==> src/rtl/recirculador_param_if.sv <==
// Lane bus for recirculador_param: the upstream lane source drives the master side,
// and the recirculator consumes it through the slave side.
// RECIRC_STATS_EN adds the per-lane statistics counter bus.
interface recirculador_param_if #(
   parameter int LANES = 4,
   parameter int WIDTH = 8
`ifdef RECIRC_STATS_EN
   ,parameter int CNT_W = 16
`endif
);
   logic                   idle;
   logic [LANES*WIDTH-1:0] data_in;
   logic [LANES-1:0]       valid_in;
   logic [LANES*WIDTH-1:0] data_out_logic;
   logic [LANES-1:0]       valid_out_logic;
   logic [LANES*WIDTH-1:0] data_out_recirc;
   logic [LANES-1:0]       valid_out_recirc;
   logic [LANES-1:0]       recirc_pop;
   logic [LANES-1:0]       recirc_full;
   logic                   mode;
   logic                   drop_err;
`ifdef RECIRC_STATS_EN
   logic [LANES*CNT_W-1:0] recirc_count;
`endif

   modport master (
      output idle, data_in, valid_in, recirc_pop,
      input  data_out_logic, valid_out_logic, data_out_recirc, valid_out_recirc,
      input  recirc_full, mode, drop_err
`ifdef RECIRC_STATS_EN
      ,input recirc_count
`endif
   );

   modport slave (
      input  idle, data_in, valid_in, recirc_pop,
      output data_out_logic, valid_out_logic, data_out_recirc, valid_out_recirc,
      output recirc_full, mode, drop_err
`ifdef RECIRC_STATS_EN
      ,output recirc_count
`endif
   );
endinterface

==> src/rtl/recirculador_param.sv <==
// Parametrised PHY TX lane recirculator.
// In PASS mode, lane words go to the registered logic path.
// In RECIRC mode, each lane's words go into its own first-word-fall-through FIFO,
// which is drained by a pop handshake.
// A mode change only happens on a cycle with no valid words,
// so a frame is never split across the two paths.
// Optional feature macro RECIRC_STATS_EN adds saturating per-lane accepted-push counters.
module recirculador_param #(
   parameter int LANES = 4,
   parameter int WIDTH = 8,
   parameter int DEPTH = 4
`ifdef RECIRC_STATS_EN
   ,parameter int CNT_W = 16
`endif
) (
   input  logic                clk,
   input  logic                reset_L,
   recirculador_param_if.slave bus
);
   localparam int PTR_W = $clog2(DEPTH);

   typedef logic [PTR_W-1:0] ptr_t;
   typedef logic [PTR_W:0]   count_t;

   localparam count_t FULL_CNT = count_t'(DEPTH);

   typedef enum logic {PASS = 1'b0, RECIRC = 1'b1} mode_e;

   mode_e                  mode_q;
   logic [LANES*WIDTH-1:0] dataLogic_q;
   logic [LANES-1:0]       validLogic_q;
   logic                   dropErr_q;
   logic [LANES-1:0]       laneDrop;

   // Mode FSM: switch only on a word boundary (no lane valid), otherwise hold the current mode
   always_ff @(posedge clk or negedge reset_L) begin
      if (!reset_L) begin
         mode_q <= PASS;
      end else begin
         case (mode_q)
            PASS:    if (bus.idle && (bus.valid_in == '0)) mode_q <= RECIRC;
            RECIRC:  if (!bus.idle && (bus.valid_in == '0)) mode_q <= PASS;
            default: mode_q <= PASS;
         endcase
      end
   end

   // Logic path register: capture valid words in PASS, keep data and drop valids in RECIRC
   always_ff @(posedge clk or negedge reset_L) begin
      if (!reset_L) begin
         dataLogic_q  <= '0;
         validLogic_q <= '0;
      end else if (mode_q == PASS) begin
         validLogic_q <= bus.valid_in;
         for (int i = 0; i < LANES; i++) begin
            if (bus.valid_in[i]) begin
               dataLogic_q[i*WIDTH +: WIDTH] <= bus.data_in[i*WIDTH +: WIDTH];
            end
         end
      end else begin
         validLogic_q <= '0;
      end
   end

   // Sticky overflow flag: any lane dropping a word sets it until reset
   always_ff @(posedge clk or negedge reset_L) begin
      if (!reset_L) begin
         dropErr_q <= 1'b0;
      end else if (|laneDrop) begin
         dropErr_q <= 1'b1;
      end
   end

   assign bus.data_out_logic  = dataLogic_q;
   assign bus.valid_out_logic = validLogic_q;
   assign bus.mode            = (mode_q == RECIRC);
   assign bus.drop_err        = dropErr_q;

   for (genvar g = 0; g < LANES; g++) begin : gLane
      logic [WIDTH-1:0] mem_q [DEPTH];
      ptr_t             rdPtr_q;
      ptr_t             wrPtr_q;
      count_t           count_q;
      count_t           count_d;
      logic             pushReq;
      logic             popOk;
      logic             pushOk;

      // Push/pop qualification: a pop on an empty FIFO is ignored,
      // and a push into a full FIFO only succeeds when a real pop frees a slot in the same cycle
      always_comb begin
         pushReq = (mode_q == RECIRC) && bus.valid_in[g];
         popOk   = bus.recirc_pop[g] && (count_q != '0);
         pushOk  = pushReq && ((count_q != FULL_CNT) || popOk);
         count_d = count_q;
         if (pushOk && !popOk) begin
            count_d = count_q + count_t'(1);
         end else if (!pushOk && popOk) begin
            count_d = count_q - count_t'(1);
         end
      end

      assign laneDrop[g] = pushReq && !pushOk;

      // Circular buffer storage; pointers wrap naturally because DEPTH is a power of two
      always_ff @(posedge clk or negedge reset_L) begin
         if (!reset_L) begin
            for (int d = 0; d < DEPTH; d++) begin
               mem_q[d] <= '0;
            end
            rdPtr_q <= '0;
            wrPtr_q <= '0;
            count_q <= '0;
         end else begin
            if (pushOk) begin
               mem_q[wrPtr_q] <= bus.data_in[g*WIDTH +: WIDTH];
               wrPtr_q        <= wrPtr_q + ptr_t'(1);
            end
            if (popOk) begin
               rdPtr_q <= rdPtr_q + ptr_t'(1);
            end
            count_q <= count_d;
         end
      end

      assign bus.data_out_recirc[g*WIDTH +: WIDTH] = mem_q[rdPtr_q];
      assign bus.valid_out_recirc[g]               = (count_q != '0);
      assign bus.recirc_full[g]                    = (count_q == FULL_CNT);

`ifdef RECIRC_STATS_EN
      logic [CNT_W-1:0] stat_q;

      // Accepted-push counter, saturating at all-ones
      always_ff @(posedge clk or negedge reset_L) begin
         if (!reset_L) begin
            stat_q <= '0;
         end else if (pushOk && (stat_q != '1)) begin
            stat_q <= stat_q + CNT_W'(1);
         end
      end

      assign bus.recirc_count[g*CNT_W +: CNT_W] = stat_q;
`endif
   end
endmodule

==> src/flat_wrapper.sv <==
// flat-port wrapper written by rule: the top's interface ports become plain ports
module recirculador_param_flat 
#(
   parameter int LANES = 4,
   parameter int WIDTH = 8,
   parameter int DEPTH = 4

)
  (clk, reset_L, bus_idle, bus_data_in, bus_valid_in, bus_recirc_pop, bus_data_out_logic, bus_valid_out_logic, bus_data_out_recirc, bus_valid_out_recirc, bus_recirc_full, bus_mode, bus_drop_err);
  recirculador_param_if #(.LANES(LANES), .WIDTH(WIDTH)) bus_i ();
  input  logic clk;
  input  logic reset_L;
  input wire logic [$bits(bus_i.idle)-1:0] bus_idle;
  input wire logic [$bits(bus_i.data_in)-1:0] bus_data_in;
  input wire logic [$bits(bus_i.valid_in)-1:0] bus_valid_in;
  input wire logic [$bits(bus_i.recirc_pop)-1:0] bus_recirc_pop;
  output wire logic [$bits(bus_i.data_out_logic)-1:0] bus_data_out_logic;
  output wire logic [$bits(bus_i.valid_out_logic)-1:0] bus_valid_out_logic;
  output wire logic [$bits(bus_i.data_out_recirc)-1:0] bus_data_out_recirc;
  output wire logic [$bits(bus_i.valid_out_recirc)-1:0] bus_valid_out_recirc;
  output wire logic [$bits(bus_i.recirc_full)-1:0] bus_recirc_full;
  output wire logic [$bits(bus_i.mode)-1:0] bus_mode;
  output wire logic [$bits(bus_i.drop_err)-1:0] bus_drop_err;
  assign bus_i.idle = bus_idle;
  assign bus_i.data_in = bus_data_in;
  assign bus_i.valid_in = bus_valid_in;
  assign bus_i.recirc_pop = bus_recirc_pop;
  assign bus_data_out_logic = bus_i.data_out_logic;
  assign bus_valid_out_logic = bus_i.valid_out_logic;
  assign bus_data_out_recirc = bus_i.data_out_recirc;
  assign bus_valid_out_recirc = bus_i.valid_out_recirc;
  assign bus_recirc_full = bus_i.recirc_full;
  assign bus_mode = bus_i.mode;
  assign bus_drop_err = bus_i.drop_err;
  recirculador_param #(.LANES(LANES), .WIDTH(WIDTH), .DEPTH(DEPTH)) u_core (.clk(clk), .reset_L(reset_L), .bus(bus_i));
endmodule
==> config.mk <==
export PLATFORM = sky130hd
export DESIGN_NAME = recirculador_param_flat
export DESIGN_NICKNAME = d
export VERILOG_FILES = /design/src/rtl/recirculador_param_if.sv /design/src/rtl/recirculador_param.sv /design/src/flat_wrapper.sv
export SDC_FILE = /design/constraint.sdc
export NUM_CORES = 1
export LEC_CHECK = 0
export BUFFER_PORTS_ARGS = -buffer_cell sky130_fd_sc_hd__buf_2
export CAP_MARGIN = 25
export CORE_MARGIN = 1
export CORE_UTILIZATION = 25
export CTS_CLUSTER_SIZE = 25
export DETAILED_ROUTE_END_ITERATION = 6
export REMOVE_ABC_BUFFERS = 1
export SLEW_MARGIN = 20
export SYNTH_ARGS = -nofsm -noshare
export SYNTH_HDL_FRONTEND = slang
export SYNTH_SLANG_ARGS = --single-unit
==> constraint.sdc <==
create_clock -name clk -period 2.45 [get_ports clk]
set_clock_uncertainty 0.05 [all_clocks]
set_input_delay 0.49 -clock clk [delete_from_list [all_inputs] [get_ports clk]]
set_output_delay 0.49 -clock clk [all_outputs]
set_load 0.01 [all_outputs]
# After elaboration in Yosys (flattened, before gate mapping)
# Index checks and enable logic that the tools add are counted.
[classes]
reduce_logical = 57
bitwise = 9
order_cmp = 12
add_sub_neg = 16
mux = 36
n_eq_ne = 8
[ops]
columns = ["operator", "count"]
rows = [
  ["bitwise mux 32 bit", 4],
  ["two-way mux 8 bit", 12],
  ["binary-select mux 8 bit (select 2 bit)", 4],
  ["demux 8 bit (select 2 bit)", 4],
  ["logical AND 1 bit", 30],
  [">= comparator 3 bit (second input constant)", 8],
  ["two-way mux 3 bit", 8],
  ["inverter 2 -> 3 bit", 8],
  ["adder 2 x 1 -> 2 bit (second input constant)", 8],
  ["adder 3 x 1 -> 3 bit (second input constant)", 4],
  ["equality test 3 bit (second input constant)", 4],
  ["< comparator 3 x 1 -> 1 bit (second input constant)", 4],
  ["inequality test 3 bit (second input constant)", 4],
  ["nonzero test 3 bit", 4],
  ["subtractor 3 x 1 -> 3 bit (second input constant)", 4],
  ["logical NOT 1 bit", 9],
  ["AND reduction 2 bit", 4],
  ["nonzero test 2 bit", 4],
  ["logical NOT 4 bit", 1],
  ["logical OR 1 bit", 4],
  ["two-way mux 4 bit", 1],
  ["OR reduction 4 bit", 1],
  ["two-way mux 1 bit", 2],
  ["case mux 1 bit (2 select lines)", 1],
  ["inverter 1 bit", 1],
]
[totals]
output_inout_bits = 78
word_cells = 173
regBits = 194
input_bits = 43

# Depth between registers and ports, before layout
# Gate-level depths: netlist (run 1).
[depth]
word_depth = 8
ltp_mapped = 9
ltp_nobuf = 8

# Worst setup path after synthesis (run 1)
# No wires, ideal clock.
[synth_path]
path_type = "reg2reg"
start = "register u_core.gLane[3].count_q[0]"
end = "register u_core.gLane[3].count_q[1]"
path_slack_ns = 0.184
setup_time_ns = 0.125
required_ns = 2.275
stages_incl_launch_ff = 7
synth_period_minus_slack_ns = 2.266
arrival_time_ns = 2.091
n_path_buf = 0
path_cell_list = "dfrtp_1 > nor4b_2 > nor2_1 > ha_1 > inv_1 > fa_1 > mux2_2"
[synth_via]
word_cells_on_any_way = 14
cone_classes = "add/sub (2); eq/ne (1); mux (2); reduce/logical (9)"
[synth_rtl]
columns = ["element", "line_no", "source"]
rows = [
  ["from (decl)", "recirculador_param.sv:83", "count_t count_q;"],
  ["from (signal assigned)", "recirculador_param.sv:122", "count_q <= count_d;"],
  ["nonzero test 3 bit", "recirculador_param.sv:93", "popOk = bus.recirc_pop[g] && (count_q != '0);"],
  ["logical AND 1 bit", "recirculador_param.sv:93", ""],
  ["logical OR 1 bit (*)", "recirculador_param.sv:94", "pushOk = pushReq && ((count_q != FULL_CNT) || popOk);"],
  ["logical AND 1 bit (*)", "recirculador_param.sv:94", ""],
  ["via u_core.gLane[3].pushOk", "recirculador_param.sv:87", "logic pushOk;"],
  ["logical AND 1 bit (*)", "recirculador_param.sv:96", "if (pushOk && !popOk) begin"],
  ["two-way mux 3 bit (*)", "recirculador_param.sv:96", ""],
  ["via u_core.gLane[3].count_d[1]", "recirculador_param.sv:84", "count_t count_d;"],
]
# The timed path passes the listed nets; every way through them passes the cells marked *. The select of a mux whose other input is x is not followed.
# A chain may end at the register's enable or synchronous reset.

# Final worst setup path (run 1)
[layout_path]
start = "register u_core.gLane[1].rdPtr_q[0]"
end = "output port bus_data_out_recirc[13]"
[layout_via]
elab_chain_len = 4
[layout_rtl]
columns = ["element", "line_no", "source"]
rows = [
  ["from (decl)", "recirculador_param.sv:81", "ptr_t rdPtr_q;"],
  ["from (signal assigned)", "recirculador_param.sv:120", "rdPtr_q <= rdPtr_q + ptr_t'(1);"],
  ["inverter 2 -> 3 bit (not written as such)", "recirculador_param.sv:126", "assign bus.data_out_recirc[g*WIDTH +: WIDTH] = mem_q[rdPtr_q];"],
  ["binary-select mux 8 bit (select 2 bit)", "recirculador_param.sv:126", ""],
  ["two-way mux 8 bit (not written as such) (2 in series)", "recirculador_param.sv:126", ""],
  ["to (decl)", "flat_wrapper.sv:19", "output wire logic [$bits(bus_i.data_out_recirc)-1:0] bus_data_out_recirc;"],
]
# No other way between the ends. The select of a mux whose other input is x is not followed.

==> results.json, run 1 <==
{
  "outcome": "finished clean",
  "clock_path_buffers": 2,
  "use_met1": 0.148,
  "antenna_cells": 0,
  "syn_area_mm2": 0.00862,
  "hp-start": "bus_idle",
  "drtIter0Drc": 106,
  "ys_ff_latch": 194,
  "rr_worst_depth": 6,
  "critPathCaptureType": "output port",
  "routedWlPerCell_um": 16.0,
  "worstHoldPathCells": 2,
  "n_fill_cell": 3390,
  "grt_pass1_vias": 5197,
  "drt_wl_total_um": 18500,
  "grt-busiest-layer": "met2",
  "rsz0062_at_grt": "no",
  "yosys.area.top_type": "dfrtp_1",
  "yosys-top-cells-area": "dfrtp_1 (56%), mux2_2 (22%), mux4_2 (8.4%)",
  "die_h_um": 188,
  "vdd_drop_max_mv": 0.549,
  "report.final.slew_viol_count": 0,
  "pre_cts_slack_ns": 0.0281,
  "hold_class": "input port to register",
  "dieWidth_um": 188,
  "power_switching_uw": 4320,
  "crit_type": "register to output port",
  "arrival_ns": 1.78,
  "insertion_delay_ns": 0.44,
  "switching_share": 0.318,
  "area_growth_syn_to_layout_pct": 23.4,
  "synth_ff_type": "dfrtp_1",
  "dr.pass1.iters": 6,
  "synth_top_area_frac": 0.563,
  "synth_enable_flop_cells": 0,
  "grt_pass1_wl_um": 30300,
  "seqPwrFrac": 0.417,
  "fmax_mhz": 432,
  "setup-tns-final_ns": 0,
  "drive_gt1_frac": 0.582,
  "layout.nets": 759,
  "placementRows": 67,
  "clkPwrFrac": 0.212,
  "finalSetupViolations": 0,
  "cap_violations": 0,
  "tightest_slew_ns": 0.826,
  "rr_startpoint": "u_core.gLane[2].count_q[1]",
  "cts.sinks": 194,
  "vias": 4852,
  "drc_errors": 0,
  "ant_nets": 0,
  "overflow": 0,
  "clockRootBuffer": "clkbuf_16",
  "relSlewSlack": 0.447,
  "dp_hpwl_um": 13000,
  "start_util": 0.256,
  "use_met3": 0.0337,
  "p_leak_uw": 0.00463,
  "synth.distinct_cells": 27,
  "cts_tree": "yes",
  "power_frac_comb": 0.372,
  "antenna_found_initial": 0,
  "r2r_end": "u_core.gLane[2].count_q[1]",
  "coreArea_mm2": 0.0337,
  "ys_seq_area_frac": 0.563,
  "ios": 121,
  "place_congestion": 0.704,
  "start_kind": "register",
  "syn_area_per_cell_um2": 16.2,
  "io_buffers": 120,
  "grtUsageMet2": 0.179,
  "layout_setup_ws_ns": 0.135,
  "cp.required_ns": 1.91,
  "synth_cells": 531,
  "final.min_clock_period_ns": 2.32,
  "p_int_uw": 9260,
  "yosysWarnings": 0,
  "dieArea_mm2": 0.0352,
  "drt-vias-per-instance": 4.21,
  "power.density_mw_per_mm2": 1280,
  "cts-buffers-inserted": 17,
  "h-tree-depth": 4,
  "totalPowerFinal_uw": 13600,
  "hold_viol_final": 0,
  "track_usage": 0.113,
  "post-route-period-util": 0.945,
  "reg2reg_slack_ns": 0.16,
  "critPathMaxFanout": 8,
  "clkTransAtPathRegs_ns": 0.07,
  "grt_max_degree": 59,
  "async_reset_ff_frac": 1.00
}
-- cell usage in the layout, fill, tap and decap left out, types with 6 or more instances in the layout --
| cell type | count |
|---|---|
| dfrtp_1 | 192 |
| mux2_2 | 168 |
| buf_2 | 119 |
| mux4_2 | 32 |
| buf_4 | 31 |
| ha_1 | 20 |
| clkbuf_16 | 17 |
| xnor2_1 | 16 |
| nor3b_2 | 16 |
| inv_1 | 16 |
| nor2_1 | 9 |
| xor2_1 | 8 |
| nand2_1 | 6 |
-- per-stage QoR --
| step | hold WS [ns] | instances | util | instance area (um2) |
|---|---|---|---|---|
| floorplan | 0.144 | 518 | - | 8570 |
| global placement | 0.395 | 1120 | 0.298 | 10000 |
| detailed placement | 0.406 | 1120 | 0.298 | 10000 |
| CTS | 0.236 | 1153 | 0.316 | 10600 |
| global route | 0.231 | 1153 | 0.316 | 10600 |
| finish | 0.261 | 1153 | 0.316 | 10600 |
-- kinds of logic (layout without fill, tap and decap cells) --
family,after synthesis,after routing,share of synthesized area
flip-flops,194,194,0.563
AND/OR/NAND/NOR,57,57,0.0543
AO/OA/AOI/OAI,2,2,0.00232
multiplexers,201,201,0.304
adder cells (fa/ha/maj),24,24,0.0383
buffers and inverters,29,203,0.0133
XOR/XNOR,24,24,0.0244
-- power by group through the flow --
stage / logic (uW) / registers [uW] / clock network (uW)
2_1_floorplan: 3380 / 5600 / 0
3_3_place_gp: 5070 / 5690 / 0
3_5_place_dp: 5150 / 5740 / 0
4_1_cts: 5170 / 5680 / 3000
5_1_grt: 5530 / 5900 / 3140
6_report: 5040 / 5650 / 2880
-- layer usage --
layer	wire length [um]	part of all wire
met1	8750	0.47
met2	8840	0.48
met3	701	0.038
met4	169	0.0092
met5	0	0
-- worst max-delay path, cell delays in order (launching register included) --
cell,delay [ns]
dfrtp_1,0.39
buf_4,0.24
mux4_2,0.55
buf_2,0.16
-- how the worst max path moves through the flow --
stage / start / endpoint / slack, ns
finish: u_core.gLane[1].rdPtr_q[0] / bus_data_out_recirc[13] / 0.13
global route: u_core.gLane[3].count_q[0] / u_core.gLane[3].count_q[2] / 0.03
CTS: u_core.gLane[1].rdPtr_q[0] / bus_data_out_recirc[13] / 0.07
detailed placement: bus_recirc_pop[2] / u_core.gLane[2].count_q[1] / 0.03
global placement: bus_recirc_pop[2] / u_core.gLane[2].count_q[1] / 0.07
floorplan: u_core.gLane[3].count_q[0] / u_core.gLane[3].count_q[1] / 0.18
-- registers in the layout (all words and copies together), names as in the netlist, named ones only --
name	cells
u_core.bus.data_out_logic	32
u_core.bus.drop_err	1
u_core.bus.valid_out_logic	4
u_core.gLane.count_q	12
u_core.gLane.mem_q	128
u_core.gLane.rdPtr_q	8
u_core.gLane.wrPtr_q	8
-- layout make-up --
cell class	instances	area, um2	share of cell area
tap	448	561	0.0527
clock inverter	13	148	0.0139
inverter	16	60.1	0.00564
multi-input combinational	308	3650	0.343
sequential	194	4860	0.456
timing repair buffer	155	912	0.0857
clock buffer	19	453	0.0426
-- cells in the mapped netlist (2+ instances only) --
| cell | instances |
|---|---|
| and3b_1 | 2 |
| buf_1 | 4 |
| buf_2 | 5 |
| clkbuf_1 | 4 |
| dfrtp_1 | 194 |
| fa_1 | 4 |
| ha_1 | 20 |
| inv_1 | 16 |
| mux2_2 | 168 |
| mux4_2 | 32 |
| nand2_1 | 6 |
| nand2_2 | 2 |
| nand2b_1 | 4 |
| nand3_1 | 4 |
| nor2_1 | 9 |
| nor3b_1 | 4 |
| nor3b_2 | 16 |
| nor4b_2 | 3 |
| or3_1 | 4 |
| xnor2_1 | 16 |
| xor2_1 | 8 |
-- repair_timing --
item	in CTS	in global routing
hold buffers	1	0
gates resized for setup	1	1
endpoints found under the setup margin	8	4
hold endpoints to repair	54	0
pin swaps	0	1
setup buffers	0	0
Note: power is estimated with default switching activity, not from simulation.
==> run 2, diff against run 1 <==
Settings changed: CORE_UTILIZATION 25 to 50, PLACE_DENSITY from default to 0.71.
==> results.json, run 2 (same netlist as run 1, synthesis figures left out) <==
{
  "start_util": 0.516,
  "crit_path_max_incr_delay_ns": 0.52,
  "h-tree-depth": 4,
  "rsz0062_at_grt": "no",
  "post-route-period-util": 0.952,
  "relSlewSlack": 0.417,
  "p_leak_uw": 0.00464,
  "placementRows": 47,
  "cp_top_family": "multiplexers",
  "layout.nets": 755,
  "vdd_drop_max_mv": 0.734,
  "fmax_mhz": 429,
  "drt-met1-wl_um": 7060,
  "cts_resized": 0,
  "grt_pass1_wl_um": 27600,
  "arrival_ns": 1.79,
  "drt-vias-per-instance": 5.30,
  "slowest_stage": "mux4_2",
  "drc_errors": 0,
  "dr_wl_met3_um": 603,
  "tightest_slew_ns": 0.870,
  "path_cells": "buf_4 -> mux4_2 -> buf_2",
  "cts_hold_buffers": 0,
  "finalInstanceArea_mm2": 0.0104,
  "layout_commonest_cell": "dfrtp_1",
  "clockRootBuffer": "clkbuf_16",
  "grt_max_degree": 71,
  "antenna_cells": 0,
  "grt_pass1_vias": 5420,
  "critPathCaptureType": "output port",
  "overflow": 0,
  "critPathMaxFanout": 7,
  "ant_nets": 0,
  "cts-buffers-inserted": 17,
  "clock_path_buffers": 2,
  "place_congestion": 0.747,
  "largest_reg_flops": 128,
  "track_usage": 0.203,
  "top_register": "u_core.gLane.mem_q",
  "rr_worst_depth": 8,
  "topRoutingLayerUsed": "met4",
  "drt_wl_total_um": 16700,
  "setup-tns-final_ns": 0,
  "antenna_found_initial": 0,
  "insertion_delay_ns": 0.43,
  "report.final.slew_viol_count": 0,
  "start_kind": "register",
  "coreArea_mm2": 0.0167,
  "final.min_clock_period_ns": 2.33,
  "cp.depth": 3,
  "dp_hpwl_um": 11800,
  "cts_setup_buffers": 0,
  "placed_area_mm2": 0.00971,
  "ios": 121,
  "layout_common_cells": "dfrtp_1 (192), mux2_2 (168), buf_2 (119)",
  "hold_viol_final": 0,
  "outcome": "finished clean",
  "crit_type": "register to output port",
  "area_growth_syn_to_layout_pct": 20.2,
  "n_fill_cell": 1290,
  "clkTransAtPathRegs_ns": 0.07,
  "finalSetupViolations": 0,
  "drive_gt1_frac": 0.579,
  "routedWlPerCell_um": 18.2,
  "power.density_mw_per_mm2": 1330,
  "dr.pass1.iters": 4,
  "io_buffers": 120,
  "critPathBufInv": 2,
  "die_h_um": 133,
  "hold_class": "input port to asynchronous set/reset pin",
  "cp.required_ns": 1.91,
  "dieArea_mm2": 0.0178,
  "cts.sinks": 194,
  "dieWidth_um": 133,
  "drtIter0Drc": 135,
  "cap_violations": 0,
  "vias": 4877,
  "cts_tree": "yes",
  "dr_wl_met2_um": 8670
}
-- run 2: changes by cell type in the layout (fill, tap and decap cells not counted), sizes merged --
cell         delta
buf             -3
bufinv          +3
clkinvlp        -3
clkinv          -2
clkbuf          +1
dlygate4sd3     -1
-- run 2: worst reg2reg max path, stage by stage (launching register included) --
cell     delay (ns)
dfrtp_1        0.45
or3_1          0.44
nand2_1        0.13
ha_1           0.20
inv_1          0.08
fa_1           0.43
xor2_1         0.17
nor2_1         0.11
xor2_1         0.15
-- run 2: metal layers --
metal | global-route usage | vias to the layer above
li1 | - | 2236
met1 | 0.250 | 2521
met2 | 0.346 | 94
met3 | 0.0438 | 26
met4 | 0.0840 | 0
met5 | 0 | -
-- run 2: path summary, 6_finish.rpt --
| kind | end | slack [ns] | from |
|---|---|---|---|
| worst max-delay path | bus_data_out_recirc[28] | 0.12 | u_core.gLane[3].rdPtr_q[0] |
| worst min-delay path | u_core.bus.data_out_logic[13] | 0.03 | reset_L |
| worst max register to register | u_core.gLane[0].count_q[2] | 0.16 | u_core.gLane[0].count_q[0] |
| worst min register to register | u_core.bus.drop_err | 0.42 | u_core.bus.drop_err |
| max in group asynchronous | asynchronous set/reset pin | 1.62 | reset_L |
| min in group clk | register | 0.28 | bus_idle |
-- run 2: power by group --
part	internal (uW)	switching [uW]	total, uW
clock	1870	1190	3060
combinational	3000	2010	5020
sequential	4670	1010	5690
-- run 2: area by class of cell --
type / count / area (um2) / share of cell area
well taps: 220 / 275 / 0.0266
clock buffers: 20 / 457 / 0.0441
multi-input cells: 308 / 3650 / 0.352
repair buffers: 151 / 867 / 0.0836
inverters: 16 / 60.1 / 0.00579
flip-flops and latches: 194 / 4860 / 0.469
clock inverters: 11 / 198 / 0.0191
-- run 2: per-stage QoR --
step / hold slack (ns) / util / std cells / total power [uW] / setup WS, ns
after floorplan: 0.144 / - / 518 / 8980 / 0.184
after global placement: 0.398 / 0.581 / 889 / 10500 / 0.149
after detailed placement: 0.411 / 0.581 / 889 / 10800 / 0.103
after CTS: 0.0368 / 0.621 / 920 / 13900 / 0.00234
after global routing: 0.0548 / 0.621 / 920 / 14600 / 0.00743
final: 0.0268 / 0.621 / 920 / 13800 / 0.117
==> run 3, diff against run 2 <==
Settings changed: CORE_MARGIN 1 to 2, REMOVE_ABC_BUFFERS 1 to default, SKIP_LAST_GASP from default to 1.
==> results.json, run 3 (same netlist as run 1, synthesis figures left out) <==
{
  "relSlewSlack": 0.450,
  "drt-vias-per-instance": 5.41,
  "h-tree-depth": 4,
  "syn-num-nets": 598,
  "cp.required_ns": 2.74,
  "track_usage": 0.198,
  "critPathMaxFanout": 5,
  "rsz0062_at_grt": "no",
  "reg2reg_slack_ns": 0.12,
  "worstSetupStartpoint": "u_core.gLane[3].count_q[0]",
  "ios": 121,
  "top_register": "u_core.gLane.mem_q",
  "overflow": 0,
  "vdd_drop_max_mv": 0.606,
  "cap_violations": 0,
  "post-route-period-util": 0.952,
  "tightest_slew_ns": 0.822,
  "arrival_ns": 2.62,
  "switching_share": 0.317,
  "drc_errors": 0,
  "crit_type": "register to register",
  "pre_cts_slack_ns": 0.0444,
  "report.final.slew_viol_count": 0,
  "p_int_uw": 9340,
  "grt_pass1_wl_um": 28000,
  "grt_max_degree": 54,
  "setup-tns-final_ns": 0,
  "r2r_end": "u_core.gLane[3].count_q[2]",
  "crit_path_max_incr_delay_ns": 0.45,
  "die_h_um": 135,
  "place_congestion": 0.725,
  "outcome": "finished clean",
  "place_inst": 883,
  "io_buffers": 120,
  "clock_path_buffers": 2,
  "crit_path_frequent_cell": "xor2_1",
  "seqPwrFrac": 0.415,
  "cts_setup_buffers": 0,
  "path_cells": "or3_1 -> nand2_1 -> ha_1 -> inv_1 -> fa_1 -> xor2_1 -> nor2_1 -> xor2_1",
  "layout_common_cells": "dfrtp_1 (191), mux2_2 (168), buf_2 (119)",
  "drt_wl_total_um": 16900,
  "largest_reg_flops": 128,
  "dieWidth_um": 135,
  "routedWlPerCell_um": 18.5,
  "ant_nets": 0,
  "power_frac_comb": 0.370,
  "start_util": 0.506,
  "finalSetupViolations": 0,
  "cts.sinks": 194,
  "critPathCaptureType": "register",
  "start_kind": "register",
  "insertion_delay_ns": 0.43,
  "power_switching_uw": 4340,
  "fmax_mhz": 429,
  "drive_gt1_frac": 0.575,
  "layout.nets": 745,
  "drtIter0Drc": 201,
  "area_growth_syn_to_layout_pct": 19.3,
  "power.density_mw_per_mm2": 1330,
  "cts-buffers-inserted": 17,
  "vias": 4954,
  "totalPowerFinal_uw": 13700,
  "hp-start": "bus_idle",
  "clkPwrFrac": 0.215,
  "layout_setup_ws_ns": 0.117,
  "dp_hpwl_um": 11700,
  "dr.pass1.iters": 4,
  "layout_commonest_cell": "dfrtp_1",
  "final_cells": 916,
  "antenna_found_initial": 0,
  "worstHoldPathCells": 2,
  "rr_startpoint": "u_core.gLane[3].count_q[0]",
  "coreArea_mm2": 0.0171,
  "rr_worst_depth": 8,
  "hold_viol_final": 0,
  "placementRows": 48,
  "dieArea_mm2": 0.0183,
  "clockRootBuffer": "clkbuf_16",
  "cts_tree": "yes",
  "final.min_clock_period_ns": 2.33,
  "grt_pass1_vias": 5353,
  "hold_class": "input port to register",
  "slowest_stage": "dfrtp_2",
  "clkTransAtPathRegs_ns": 0.07,
  "antenna_cells": 0,
  "p_leak_uw": 0.00457
}
[run 3: worst max path at each step]
stage | endpoint | slack [ns] | depth (start not counted)
floorplan | u_core.gLane[3].count_q[1] | 0.18 | 6
global placement | u_core.gLane[2].count_q[1] | 0.09 | 7
detailed placement | u_core.gLane[2].count_q[1] | 0.04 | 7
CTS | bus_data_out_recirc[29] | 0.05 | 3
global route | u_core.gLane[2].count_q[1] | 0.002 | 6
finish | u_core.gLane[3].count_q[2] | 0.12 | 8
[run 3: worst max-delay path: cells and delay by family (launching register included)]
kind          cells  cell delay, ns
flops             1            0.45
buf+inv           1            0.07
fa+ha+maj         2            0.62
simple gates      3            0.70
xor+xnor          2            0.36
[run 3: what timing repair did]
| item | CTS | global route |
|---|---|---|
| hold buffers | 1 | 0 |
| endpoints found under the setup margin | 0 | 4 |
| endpoints found under the hold margin | 37 | 0 |
| gates resized for setup | 0 | 3 |
[run 3: power groups by stage]
| stage | registers, uW | clock network, uW | logic [uW] |
|---|---|---|---|
| 2_1_floorplan | 5380 | 0 | 3650 |
| 3_3_place_gp | 5580 | 0 | 4910 |
| 3_5_place_dp | 5720 | 0 | 5130 |
| 4_1_cts | 5670 | 3020 | 5160 |
| 5_1_grt | 5880 | 3160 | 5520 |
| 6_report | 5680 | 2940 | 5050 |
[run 3: stage by stage]
step,hold slack (ns),utilization,area [um2]
5_1_grt,0.254,0.603,10300
3_3_place_gp,0.387,0.566,9650
2_1_floorplan,0.144,-,8620
4_1_cts,0.243,0.603,10300
3_5_place_dp,0.391,0.566,9650
6_report,0.271,0.603,10300
[run 3: cell type report]
type / count / area [um2]
inverters: 16 / 60.1
well taps: 225 / 282
clock buffers: 18 / 439
multi-input cells: 308 / 3650
fillers: 1328 / 6770
clock inverters: 14 / 189
repair buffers: 141 / 807
flip-flops and latches: 194 / 4860
[run 3: layer usage]
metal	track usage	part of all wire	up-vias	routed length (um)
li1	-	-	2220	-
met1	0.262	0.44	2621	7510
met2	0.331	0.50	97	8430
met3	0.0509	0.047	16	802
met4	0.0515	0.012	0	201
met5	0	0	-	0
